[src/rtl/com_bus_arb_pkg.sv]
// Shared types and helpers for the common coherence-bus arbiter.
//   arb_state_t  : arbiter FSM states
//   NUM_REQ_DEF  : default requester count (4 D-caches + 4 I-caches)
//   TIMEOUT_DEF  : default owner-hold limit in cycles
//   lowest_set() : index of the lowest set bit of a vector of up to 32 bits
package com_bus_arb_pkg;

  typedef enum logic [2:0] {
    IDLE  = 3'd0,
    OWNED = 3'd1,
    SNOOP = 3'd2,
    MEM   = 3'd3,
    GAP   = 3'd4
  } arb_state_t;

  localparam int unsigned NUM_REQ_DEF = 8;
  localparam int unsigned TIMEOUT_DEF = 1024;

  // Scans downward so the last hit is the lowest set bit; returns 0 for an empty vector.
  function automatic int unsigned lowest_set(input logic [31:0] v);
    lowest_set = 0;
    for (int unsigned i = 32; i > 0; i--) begin
      if (((v >> (i - 1)) & 32'd1) != 32'd0) lowest_set = i - 1;
    end
  endfunction

endpackage

[src/rtl/com_bus_arbiter_rr_pick.sv]
// Combinational rotating-priority encoder.
//   i_req   : request vector
//   i_last  : index that won last; search starts at i_last+1 (mod NUM_REQ)
//   o_idx   : winning index (0 when o_valid is low)
//   o_valid : at least one request present
module rr_pick
  import com_bus_arb_pkg::*;
#(
  parameter int unsigned NUM_REQ = NUM_REQ_DEF,
  parameter int unsigned IDXW    = (NUM_REQ > 1) ? $clog2(NUM_REQ) : 1
) (
  input  logic [NUM_REQ-1:0] i_req,
  input  logic [IDXW-1:0]    i_last,
  output logic [IDXW-1:0]    o_idx,
  output logic               o_valid
);

  int unsigned c;

  // Offsets are walked from farthest to nearest so the nearest requester
  // after i_last is the one left in o_idx.
  always_comb begin
    o_idx   = '0;
    o_valid = |i_req;
    c       = 0;
    for (int unsigned k = NUM_REQ; k > 0; k--) begin
      c = (32'(i_last) + k) % NUM_REQ;
      if (((i_req >> c) & NUM_REQ'(1)) != '0) o_idx = IDXW'(c);
    end
  end

endmodule

[src/rtl/com_bus_arbiter.sv]
// Common coherence-bus arbiter for the 4-core MESI cache system.
// Grants bus ownership round-robin to one of NUM_REQ cache controllers and,
// inside an ownership window, lends the bus to a snooping cache or to memory.
//   clk, rst_n          : clock, asynchronous active-low reset
//   Com_Bus_Req_proc    : ownership requests        -> Com_Bus_Gnt_proc  (one-hot/zero)
//   Com_Bus_Req_snoop   : snoop-drive requests      -> Com_Bus_Gnt_snoop (one-hot/zero)
//   Mem_snoop_req       : memory fill/writeback req -> Mem_snoop_gnt
//   bus_busy            : any grant active (registered with the grants)
//   arb_timeout         : sticky, owner window lasted TIMEOUT cycles
module com_bus_arbiter
  import com_bus_arb_pkg::*;
#(
  parameter int unsigned NUM_REQ = NUM_REQ_DEF,
  parameter int unsigned TIMEOUT = TIMEOUT_DEF
) (
  input  logic               clk,
  input  logic               rst_n,
  input  logic [NUM_REQ-1:0] Com_Bus_Req_proc,
  output logic [NUM_REQ-1:0] Com_Bus_Gnt_proc,
  input  logic [NUM_REQ-1:0] Com_Bus_Req_snoop,
  output logic [NUM_REQ-1:0] Com_Bus_Gnt_snoop,
  input  logic               Mem_snoop_req,
  output logic               Mem_snoop_gnt,
  output logic               bus_busy,
  output logic               arb_timeout
);

  localparam int unsigned IDXW = (NUM_REQ > 1) ? $clog2(NUM_REQ) : 1;
  localparam int unsigned CNTW = $clog2(TIMEOUT + 1);

  arb_state_t          r_state,     w_state_nxt;
  logic [IDXW-1:0]     r_owner,     w_owner_nxt;
  logic [IDXW-1:0]     r_last,      w_last_nxt;
  logic [IDXW-1:0]     r_snp,       w_snp_nxt;
  logic [NUM_REQ-1:0]  r_gnt_proc,  w_gnt_proc_nxt;
  logic [NUM_REQ-1:0]  r_gnt_snoop, w_gnt_snoop_nxt;
  logic                r_mem_gnt,   w_mem_gnt_nxt;
  logic                r_busy;
  logic                r_timeout,   w_timeout_nxt;
  logic [CNTW-1:0]     r_cnt,       w_cnt_nxt;

  logic [NUM_REQ-1:0]  w_one;
  logic [NUM_REQ-1:0]  w_snoop_cand;
  logic [IDXW-1:0]     w_snoop_idx;
  logic [IDXW-1:0]     w_rr_idx;
  logic                w_rr_valid;

  assign w_one = NUM_REQ'(1);

  // The owner's own snoop request is masked; it already drives the bus.
  assign w_snoop_cand = Com_Bus_Req_snoop & ~(w_one << r_owner);
  assign w_snoop_idx  = IDXW'(lowest_set(32'(w_snoop_cand)));

  rr_pick #(
    .NUM_REQ (NUM_REQ),
    .IDXW    (IDXW)
  ) u_rr_pick (
    .i_req   (Com_Bus_Req_proc),
    .i_last  (r_last),
    .o_idx   (w_rr_idx),
    .o_valid (w_rr_valid)
  );

  always_comb begin
    w_state_nxt     = r_state;
    w_owner_nxt     = r_owner;
    w_last_nxt      = r_last;
    w_snp_nxt       = r_snp;
    w_gnt_proc_nxt  = r_gnt_proc;
    w_gnt_snoop_nxt = r_gnt_snoop;
    w_mem_gnt_nxt   = r_mem_gnt;
    case (r_state)
      IDLE: begin
        if (w_rr_valid) begin
          w_state_nxt    = OWNED;
          w_owner_nxt    = w_rr_idx;
          w_gnt_proc_nxt = w_one << w_rr_idx;
        end
      end
      OWNED: begin
        // Secondary requests are checked before the owner's release so a
        // release coinciding with a secondary request keeps the window open.
        if (w_snoop_cand != '0) begin
          w_state_nxt     = SNOOP;
          w_snp_nxt       = w_snoop_idx;
          w_gnt_snoop_nxt = w_one << w_snoop_idx;
        end else if (Mem_snoop_req) begin
          w_state_nxt   = MEM;
          w_mem_gnt_nxt = 1'b1;
        end else if (!Com_Bus_Req_proc[r_owner]) begin
          w_state_nxt    = GAP;
          w_gnt_proc_nxt = '0;
          w_last_nxt     = r_owner;
        end
      end
      SNOOP: begin
        if (!Com_Bus_Req_snoop[r_snp]) begin
          w_state_nxt     = OWNED;
          w_gnt_snoop_nxt = '0;
        end
      end
      MEM: begin
        if (!Mem_snoop_req) begin
          w_state_nxt   = OWNED;
          w_mem_gnt_nxt = 1'b0;
        end
      end
      GAP: begin
        w_state_nxt     = IDLE;
        w_gnt_proc_nxt  = '0;
        w_gnt_snoop_nxt = '0;
        w_mem_gnt_nxt   = 1'b0;
      end
      default: begin
        w_state_nxt     = IDLE;
        w_gnt_proc_nxt  = '0;
        w_gnt_snoop_nxt = '0;
        w_mem_gnt_nxt   = 1'b0;
      end
    endcase
  end

  // Hold counter: clears in IDLE, frozen in GAP, saturates at TIMEOUT.
  always_comb begin
    w_cnt_nxt = r_cnt;
    if (r_state == IDLE) begin
      w_cnt_nxt = '0;
    end else if (r_state != GAP && r_cnt < CNTW'(TIMEOUT)) begin
      w_cnt_nxt = r_cnt + CNTW'(1);
    end
    w_timeout_nxt = r_timeout | (w_cnt_nxt == CNTW'(TIMEOUT));
  end

  always_ff @(posedge clk or negedge rst_n) begin
    if (!rst_n) begin
      r_state     <= IDLE;
      r_owner     <= '0;
      r_last      <= IDXW'(NUM_REQ - 1);
      r_snp       <= '0;
      r_gnt_proc  <= '0;
      r_gnt_snoop <= '0;
      r_mem_gnt   <= 1'b0;
      r_busy      <= 1'b0;
      r_timeout   <= 1'b0;
      r_cnt       <= '0;
    end else begin
      r_state     <= w_state_nxt;
      r_owner     <= w_owner_nxt;
      r_last      <= w_last_nxt;
      r_snp       <= w_snp_nxt;
      r_gnt_proc  <= w_gnt_proc_nxt;
      r_gnt_snoop <= w_gnt_snoop_nxt;
      r_mem_gnt   <= w_mem_gnt_nxt;
      r_busy      <= (|w_gnt_proc_nxt) | (|w_gnt_snoop_nxt) | w_mem_gnt_nxt;
      r_timeout   <= w_timeout_nxt;
      r_cnt       <= w_cnt_nxt;
    end
  end

  assign Com_Bus_Gnt_proc  = r_gnt_proc;
  assign Com_Bus_Gnt_snoop = r_gnt_snoop;
  assign Mem_snoop_gnt     = r_mem_gnt;
  assign bus_busy          = r_busy;
  assign arb_timeout       = r_timeout;

endmodule

[config.mk]
export PLATFORM = sky130hd
export DESIGN_NAME = com_bus_arbiter
export DESIGN_NICKNAME = d
export VERILOG_FILES = /design/src/rtl/com_bus_arb_pkg.sv /design/src/rtl/com_bus_arbiter_rr_pick.sv /design/src/rtl/com_bus_arbiter.sv
export SDC_FILE = /design/constraint.sdc
export NUM_CORES = 1
export LEC_CHECK = 0
export CAP_MARGIN = 20
export CORE_MARGIN = 2
export CORE_UTILIZATION = 50
export CTS_CLUSTER_DIAMETER = 40
export DETAILED_ROUTE_END_ITERATION = 12
export GPL_TIMING_DRIVEN = 0
export MAX_ROUTING_LAYER = met4
export PLACE_DENSITY = 0.72
export SLEW_MARGIN = 20
export SYNTH_ARGS = -nofsm -noshare
export SYNTH_HDL_FRONTEND = slang
export SYNTH_HIERARCHICAL = 1
export SYNTH_SLANG_ARGS = --single-unit
[constraint.sdc]
create_clock -name clk -period 8.5 [get_ports clk]
set_input_delay 1.275 -clock clk [delete_from_list [all_inputs] [get_ports clk]]
set_output_delay 1.275 -clock clk [all_outputs]
set_load 0.02 [all_outputs]
# --- After elaboration in Yosys (flattened, before gate mapping) ---
# Index checks and enable logic that the tools add are counted.
word_totals:
  reg_bits: 42
  elab_cells: 104
classes:
  addsub: 9
  n_lt_le_gt_ge: 3
  n_eq_ne: 9
  shift: 11
  n_mux: 41
  bitwise_logic: 8
  reduce_logical: 13
op_table:
  columns: ["op", "count"]
  rows:
  - ["3-bit 2-to-1 mux", 22]
  - ["8-bit by 3-bit right shift with 1-bit output", 8]
  - ["8-bit 2-to-1 mux", 6]
  - ["8-bit one-hot mux with 3 select lines", 2]
  - ["8-bit OR reduction", 3]
  - ["1-bit by 3-bit left shift with 8-bit output (first input constant)", 3]
  - ["11-bit 2-to-1 mux", 2]
  - ["3-bit adder (second input constant)", 4]
  - ["3-bit one-hot mux with 4 select lines", 1]
  - ["11-bit by 1-bit adder with 11-bit output (second input constant)", 1]
  - ["11-bit equality test (second input constant)", 1]
  - ["11-bit less-than comparator (second input constant)", 1]
  - ["8-bit AND", 1]
  - ["3-bit by 4-bit less-than comparator with 1-bit output (second input constant)", 2]
  - ["8-bit inverter", 1]
  - ["4-bit AND reduction", 2]
  - ["8-bit nonzero test", 1]
  - ["3-bit by 1-bit adder with 3-bit output (second input constant)", 2]
  - ["3-bit by 2-bit adder with 3-bit output (second input constant)", 2]
  - ["1-bit binary-select mux with 3-bit select", 2]
  - ["3-bit by 2-bit equality test with 1-bit output (second input constant)", 2]
  - ["2-bit OR reduction", 3]
  - ["1-bit 2-to-1 mux", 5]
  - ["2-bit inequality test (second input constant)", 2]
  - ["10 further kinds", 15]

# --- Logic depth before layout (Yosys ltp) ---
logic_depth:
  depth_word: 17
  depth_mapped: 13

# --- By module ---
# Netlist, hierarchy kept.
modules_own_cells:
  columns: ["module", "n_inst", "cells_per_inst", "area_each_um2", "seq_area_each_um2"]
  rows:
  - ["com_bus_arbiter", 1, 270, 2600.0, 1054.8]
  - ["rr_pick", 1, 99, 820.8, 0.0]

# --- Least setup slack after synthesis ---
# No wires, ideal clock.
synth_timing:
  kind: "flip-flop to flip-flop"
  startpoint: "register r_last[1]"
  endpoint: "register r_gnt_proc[1] (netlist: Com_Bus_Gnt_proc[1])"
  setup_time_ps: 122
  arrival_ps: 3455
  required_ps: 8378
  setup_slack_ps: 4924
  path_stages_with_launch: 13
  path_cell_list: "dfstp_2 buf_2 clkbuf_1 inv_1 ha_1 mux4_2 mux2_2 nand2b_1 o21ai_0 nor2_1 a21oi_1 inv_1 a32o_1"
synth_via:
  elab_chain_cells: 13
  elab_cells_between_ends: 27
  classes_between: "add/sub: 8; shift: 9; mux: 10"
synth_lines:
  columns: ["item", "line", "source"]
  rows:
  - ["start, declared", "com_bus_arbiter.sv:33", "logic [IDXW-1:0] r_last, w_last_nxt;"]
  - ["start signal, assigned", "com_bus_arbiter.sv:138", "r_last <= IDXW'(NUM_REQ - 1);"]
  - ["start signal, assigned", "com_bus_arbiter.sv:149", "r_last <= w_last_nxt;"]
  - ["3-bit by 1-bit adder with 3-bit output", "com_bus_arbiter_rr_pick.sv:27", "c = (32'(i_last) + k) % NUM_REQ;"]
  - ["8-bit by 3-bit right shift with 1-bit output", "com_bus_arbiter_rr_pick.sv:28", "if (((i_req >> c) & NUM_REQ'(1)) != '0) o_idx = IDXW'(c);"]
  - ["3-bit 2-to-1 mux (7 in series)", "com_bus_arbiter_rr_pick.sv:28", null]
  - ["3-bit 2-to-1 mux (*)", "com_bus_arbiter_rr_pick.sv:28", null]
  - ["net w_rr_idx[1]", "com_bus_arbiter.sv:45", "logic [IDXW-1:0] w_rr_idx;"]
  - ["1-bit by 3-bit left shift with 8-bit output (*)", "com_bus_arbiter.sv:77", "w_gnt_proc_nxt = w_one << w_rr_idx;"]
  - ["8-bit 2-to-1 mux (*)", "com_bus_arbiter.sv:74", "if (w_rr_valid) begin"]
  - ["8-bit one-hot mux with 3 select lines (*)", "com_bus_arbiter.sv:72", "case (r_state)"]
  - ["net w_gnt_proc_nxt[1]", "com_bus_arbiter.sv:35", "logic [NUM_REQ-1:0] r_gnt_proc, w_gnt_proc_nxt;"]
  - ["end signal, assigned", "com_bus_arbiter.sv:151", "r_gnt_proc <= w_gnt_proc_nxt;"]
  - ["end, declared", "com_bus_arbiter.sv:35", null]
# The timed path passes the listed nets; every way through them passes the cells marked *.
# A chain may end at the register's enable or synchronous reset.

# --- Worst setup path in the final report ---
layout_timing:
  startpoint: "register r_last[1]"
  endpoint: "register r_gnt_proc[5] (netlist: Com_Bus_Gnt_proc[5])"
# Same word-level chain as after synthesis.

==> results_tabular.tex <==
\begin{tabular}{lr}
\hline
Metric & Value \\
\hline
\multicolumn{2}{l}{\textbf{Status}} \\
\quad Outcome & completed \\
\multicolumn{2}{l}{\textbf{Global route}} \\
\quad Overall Global Routing Usage & 0.239 \\
\quad Wire length of the first global-routing pass & 14.3 mm \\
\quad Vias in the first global route & roughly 3000 \\
\quad Total gr overflow & 0 \\
\quad Antenna violations before repair & 0 \\
\quad Pin count of the biggest net entering global routing & 32 \\
\multicolumn{2}{l}{\textbf{CTS}} \\
\quad Maximum buffer depth of the clock tree & 2 \\
\quad Buffers inserted during post-CTS setup optimization & 0 \\
\quad Post-cts gate resize count & 0 \\
\quad H-tree lvl count & 2 \\
\quad TritonCTS Sinks & 42 \\
\quad Root Buffer & sky130\_fd\_sc\_hd\_\_clkbuf\_8 \\
\quad Clock input transition at the sequential cells of the worst setup and hold paths & approximately 0.09 ns \\
\quad Clock tree from TritonCTS & done \\
\quad Number of clock buffers inserted by TritonCTS & 5 \\
\quad Worst-Skew Late Latency & $\sim$0.30 ns \\
\quad CTS hold repair buffers & 0 \\
\multicolumn{2}{l}{\textbf{Place}} \\
\quad Placed wire-length estimate & approximately 6.3 mm \\
\quad Routability congestion estimate from global placement & roughly 0.90 \\
\quad Count of buffers from port buffering & 36 \\
\multicolumn{2}{l}{\textbf{Timing}} \\
\quad Max-slew headroom at the worst pin & 0.380 \\
\quad Highest clock rate & between 200 and 250 MHz \\
\quad Setup TNS & 0 ns \\
\quad Hold Violations, Final & 0 \\
\quad Number of max-slew violations in the final report & 0 \\
\quad Final count of negative-setup-slack endpoints & 0 \\
\quad Maximum clock skew at final layout & $\sim$0.0075 ns \\
\quad Unrepaired setup endpoints after global routing & false \\
\quad Minimum clock period after layout & 4.13 ns \\
\quad Transition time of the tightest slew-check pin & approximately 0.92 ns \\
\quad Final worst-path cycle share & 0.486 \\
\multicolumn{2}{l}{\textbf{Setup path}} \\
\quad Reg-to-reg critical path startpoint & r\_last[1] \\
\quad Launching instance or port of the critical path & r\_last[1] \\
\quad Highest net fanout along the worst path & 10 \\
\quad Register-to-register setup slack & 4.37 ns \\
\quad Critical Path RT & 8.69 ns \\
\quad Class of the most critical setup path & flop to flop \\
\quad Critical path startpoint category & flop \\
\quad Arrival time at the worst endpoint & between 4 and 5 ns \\
\quad Worst Setup End Kind & flop \\
\multicolumn{2}{l}{\textbf{Yosys}} \\
\quad Synth Warn \# & 6 \\
\quad Ys async rst share & 1.00 \\
\quad Netlist Area Pre-Place & approximately 3400 sq um \\
\quad Synth Area per Inst & about 9.3 sq um \\
\quad Most common cell in the netlist & sky130\_fd\_sc\_hd\_\_dfrtp\_1 \\
\quad Number of synthesized register bits & between 40 and 50 \\
\quad Yosys cell types & between 70 and 80 \\
\quad Most frequent cells after synthesis & sky130\_fd\_sc\_hd\_\_dfrtp\_1 (39), sky130\_fd\_sc\_hd\_\_nor2\_1 (36), sky130\_fd\_sc\_hd\_\_nand2\_1 (26) \\
\quad Count of flip-flops with a built-in enable after synthesis & 0 \\
\quad Post-synthesis instance total & approximately 370 \\
\quad Primary flip-flop cell chosen by synthesis mapping & sky130\_fd\_sc\_hd\_\_dfrtp\_1 \\
\quad Cell type contributing the most total cell area after synthesis & sky130\_fd\_sc\_hd\_\_dfrtp\_1 \\
\quad Share of Yosys cell area claimed by the top area cell type & 0.285 \\
\quad Sequential share of the synthesized area & 0.308 \\
\quad Top post-synthesis cells by area & sky130\_fd\_sc\_hd\_\_dfrtp\_1 (29\%), sky130\_fd\_sc\_hd\_\_mux2i\_1 (4.1\%), sky130\_fd\_sc\_hd\_\_nor2\_1 (4.0\%) \\
\quad Post-Syn Nets & 391 \\
\multicolumn{2}{l}{\textbf{Floorplan}} \\
\quad Floorplan die width & about 87 microns \\
\quad Total die area & 7520 sq um \\
\quad Starting density of the core & 0.509 \\
\quad Area of the core & approximately 6700 sq um \\
\quad Number of I/O pins & 38 \\
\quad Die Span Y & roughly 87 microns \\
\quad Number of cell rows & 30 \\
\multicolumn{2}{l}{\textbf{Layout}} \\
\quad End-of-flow core utilization & 0.594 \\
\quad Area grow syn2layout & 16.6\% \\
\quad Fraction of final layout cells sized beyond drive strength 1 & 0.128 \\
\quad Antenna diodes & 0 \\
\quad Final net count & around 440 \\
\multicolumn{2}{l}{\textbf{Route}} \\
\quad Overall routed net length & between 8 and 9 mm \\
\quad First-pass DRT Iterations & 4 \\
\quad 1st-iter DRT viols & around 230 \\
\quad Post-route DRC & 0 \\
\quad Vias per Instance & roughly 6.5 \\
\quad Drt wl/cell & between 15 and 20 microns \\
\quad Antenna viol nets, final & 0 \\
\quad Via total after detailed routing & 3200 \\
\multicolumn{2}{l}{\textbf{Power}} \\
\quad Total power divided by cell area & $\sim$300 nW/um\^{}2 \\
\quad Worst VDD drop & around 0.16 mV \\
\quad Leak pwr & about 1.6 nW \\
\multicolumn{2}{l}{\textbf{Min path}} \\
\quad Worst Min Path Start & arb\_timeout \\
\quad Worst hold path type & flop to flop \\
\multicolumn{2}{l}{\textbf{Job}} \\
\quad MaxCap Viol Count & 0 \\
\hline
\end{tabular}
## critical path, stage by stage (launching register included)
cell                       delay, ns
sky130_fd_sc_hd__dfstp_2        0.55
sky130_fd_sc_hd__buf_2          0.18
sky130_fd_sc_hd__clkbuf_1       0.38
sky130_fd_sc_hd__inv_1          0.22
sky130_fd_sc_hd__ha_1           0.47
sky130_fd_sc_hd__mux4_2         0.61
sky130_fd_sc_hd__mux2_2         0.34
sky130_fd_sc_hd__nand2b_1       0.17
sky130_fd_sc_hd__o21ai_0        0.21
sky130_fd_sc_hd__nor2_1         0.08
sky130_fd_sc_hd__a21oi_1        0.38
sky130_fd_sc_hd__inv_1          0.17
sky130_fd_sc_hd__a32o_1         0.28
## cell families after synthesis
logic type / share of synthesized area
flip-flops: 0.308
buffers and inverters: 0.0516
AO/OA/AOI/OAI: 0.242
multiplexers: 0.157
XOR/XNOR: 0.0282
AND/OR/NAND/NOR: 0.202
adder cells (fa/ha/maj): 0.0110
## final timing paths
kind                       cells after the start                  end
min                                            2          arb_timeout
max reg2reg                                   12  Com_Bus_Gnt_proc[5]
min in group asynchronous                      1             r_cnt[5]
max                                           12  Com_Bus_Gnt_proc[5]
max in group asynchronous                      2            r_last[2]
min reg2reg                                    2          arb_timeout
## power breakdown
part	internal [W]	leakage [nW]	total (W)	switching, W
clock network	0.0000588	0.0408	0.000134	0.0000749
logic	0.000333	0.975	0.000771	0.000439
registers	0.000264	0.542	0.000322	0.0000580
## flip-flops by register name (all words and copies together) (netlist names)
| register | cells |
|---|---|
| Com_Bus_Gnt_snoop | 8 |
| r_owner | 3 |
| r_state | 3 |
| r_cnt | 11 |
| bus_busy | 1 |
| arb_timeout | 1 |
| r_last | 3 |
| r_snp | 3 |
| Com_Bus_Gnt_proc | 8 |
| Mem_snoop_gnt | 1 |
## cell type report
class,instances,area (sq um)
plain buffers,18,97.6
clock buffers,5,68.8
clock inverters,3,23.8
fillers,579,2730
inverters,21,78.8
multi-input cells,288,2190
flip-flops and latches,42,1050
well taps,80,100
repair buffers,37,375
## per-stage QoR
stage          setup WS (ns)  area (sq um)  hold slack (ns)  power, W  std cells
5_1_grt                 3.97          3990            0.501   0.00132        494
3_3_place_gp            4.36          3880            0.456   0.00107        485
3_5_place_dp            4.35          3900            0.451   0.00108        486
2_1_floorplan           4.92          3420            0.513  0.000875        369
4_1_cts                 4.39          3990            0.480   0.00122        494
6_report                4.37          3990            0.471   0.00123        494
## cell usage in the layout (no fill, tap or decap), drive strengths merged, types with 3 or more instances in the layout
| master | instances |
|---|---|
| or4 | 3 |
| nor4 | 9 |
| a211oi | 6 |
| nand2b | 5 |
| a32o | 10 |
| xor2 | 3 |
| mux4 | 10 |
| mux2 | 13 |
| a221oi | 7 |
| dfrtp | 39 |
| mux2i | 14 |
| o31ai | 3 |
| a21o | 4 |
| and4 | 4 |
| nor3 | 11 |
| o21ai | 18 |
| clkbuf | 14 |
| buf | 11 |
| o2bb2ai | 3 |
| nor3b | 4 |
| ha | 3 |
| a22o | 3 |
| nand3 | 11 |
| or2 | 3 |
| a221o | 4 |
| dfstp | 3 |
| nor2b | 7 |
| a21oi | 16 |
| nand2 | 26 |
| nor2 | 36 |
| and3 | 4 |
| o22ai | 6 |
| clkdlybuf4s50 | 35 |
| xnor2 | 8 |
| inv | 22 |
## metal layers
metal | vias up | track usage | wire [microns]
li1 | 1520 | - | -
met4 | 0 | 0.0469 | 61
met1 | 1577 | 0.326 | 3930
met2 | 95 | 0.388 | 4050
met3 | 8 | 0.0305 | 336
met5 | - | - | 0
Note: power is estimated with default switching activity, not from simulation.
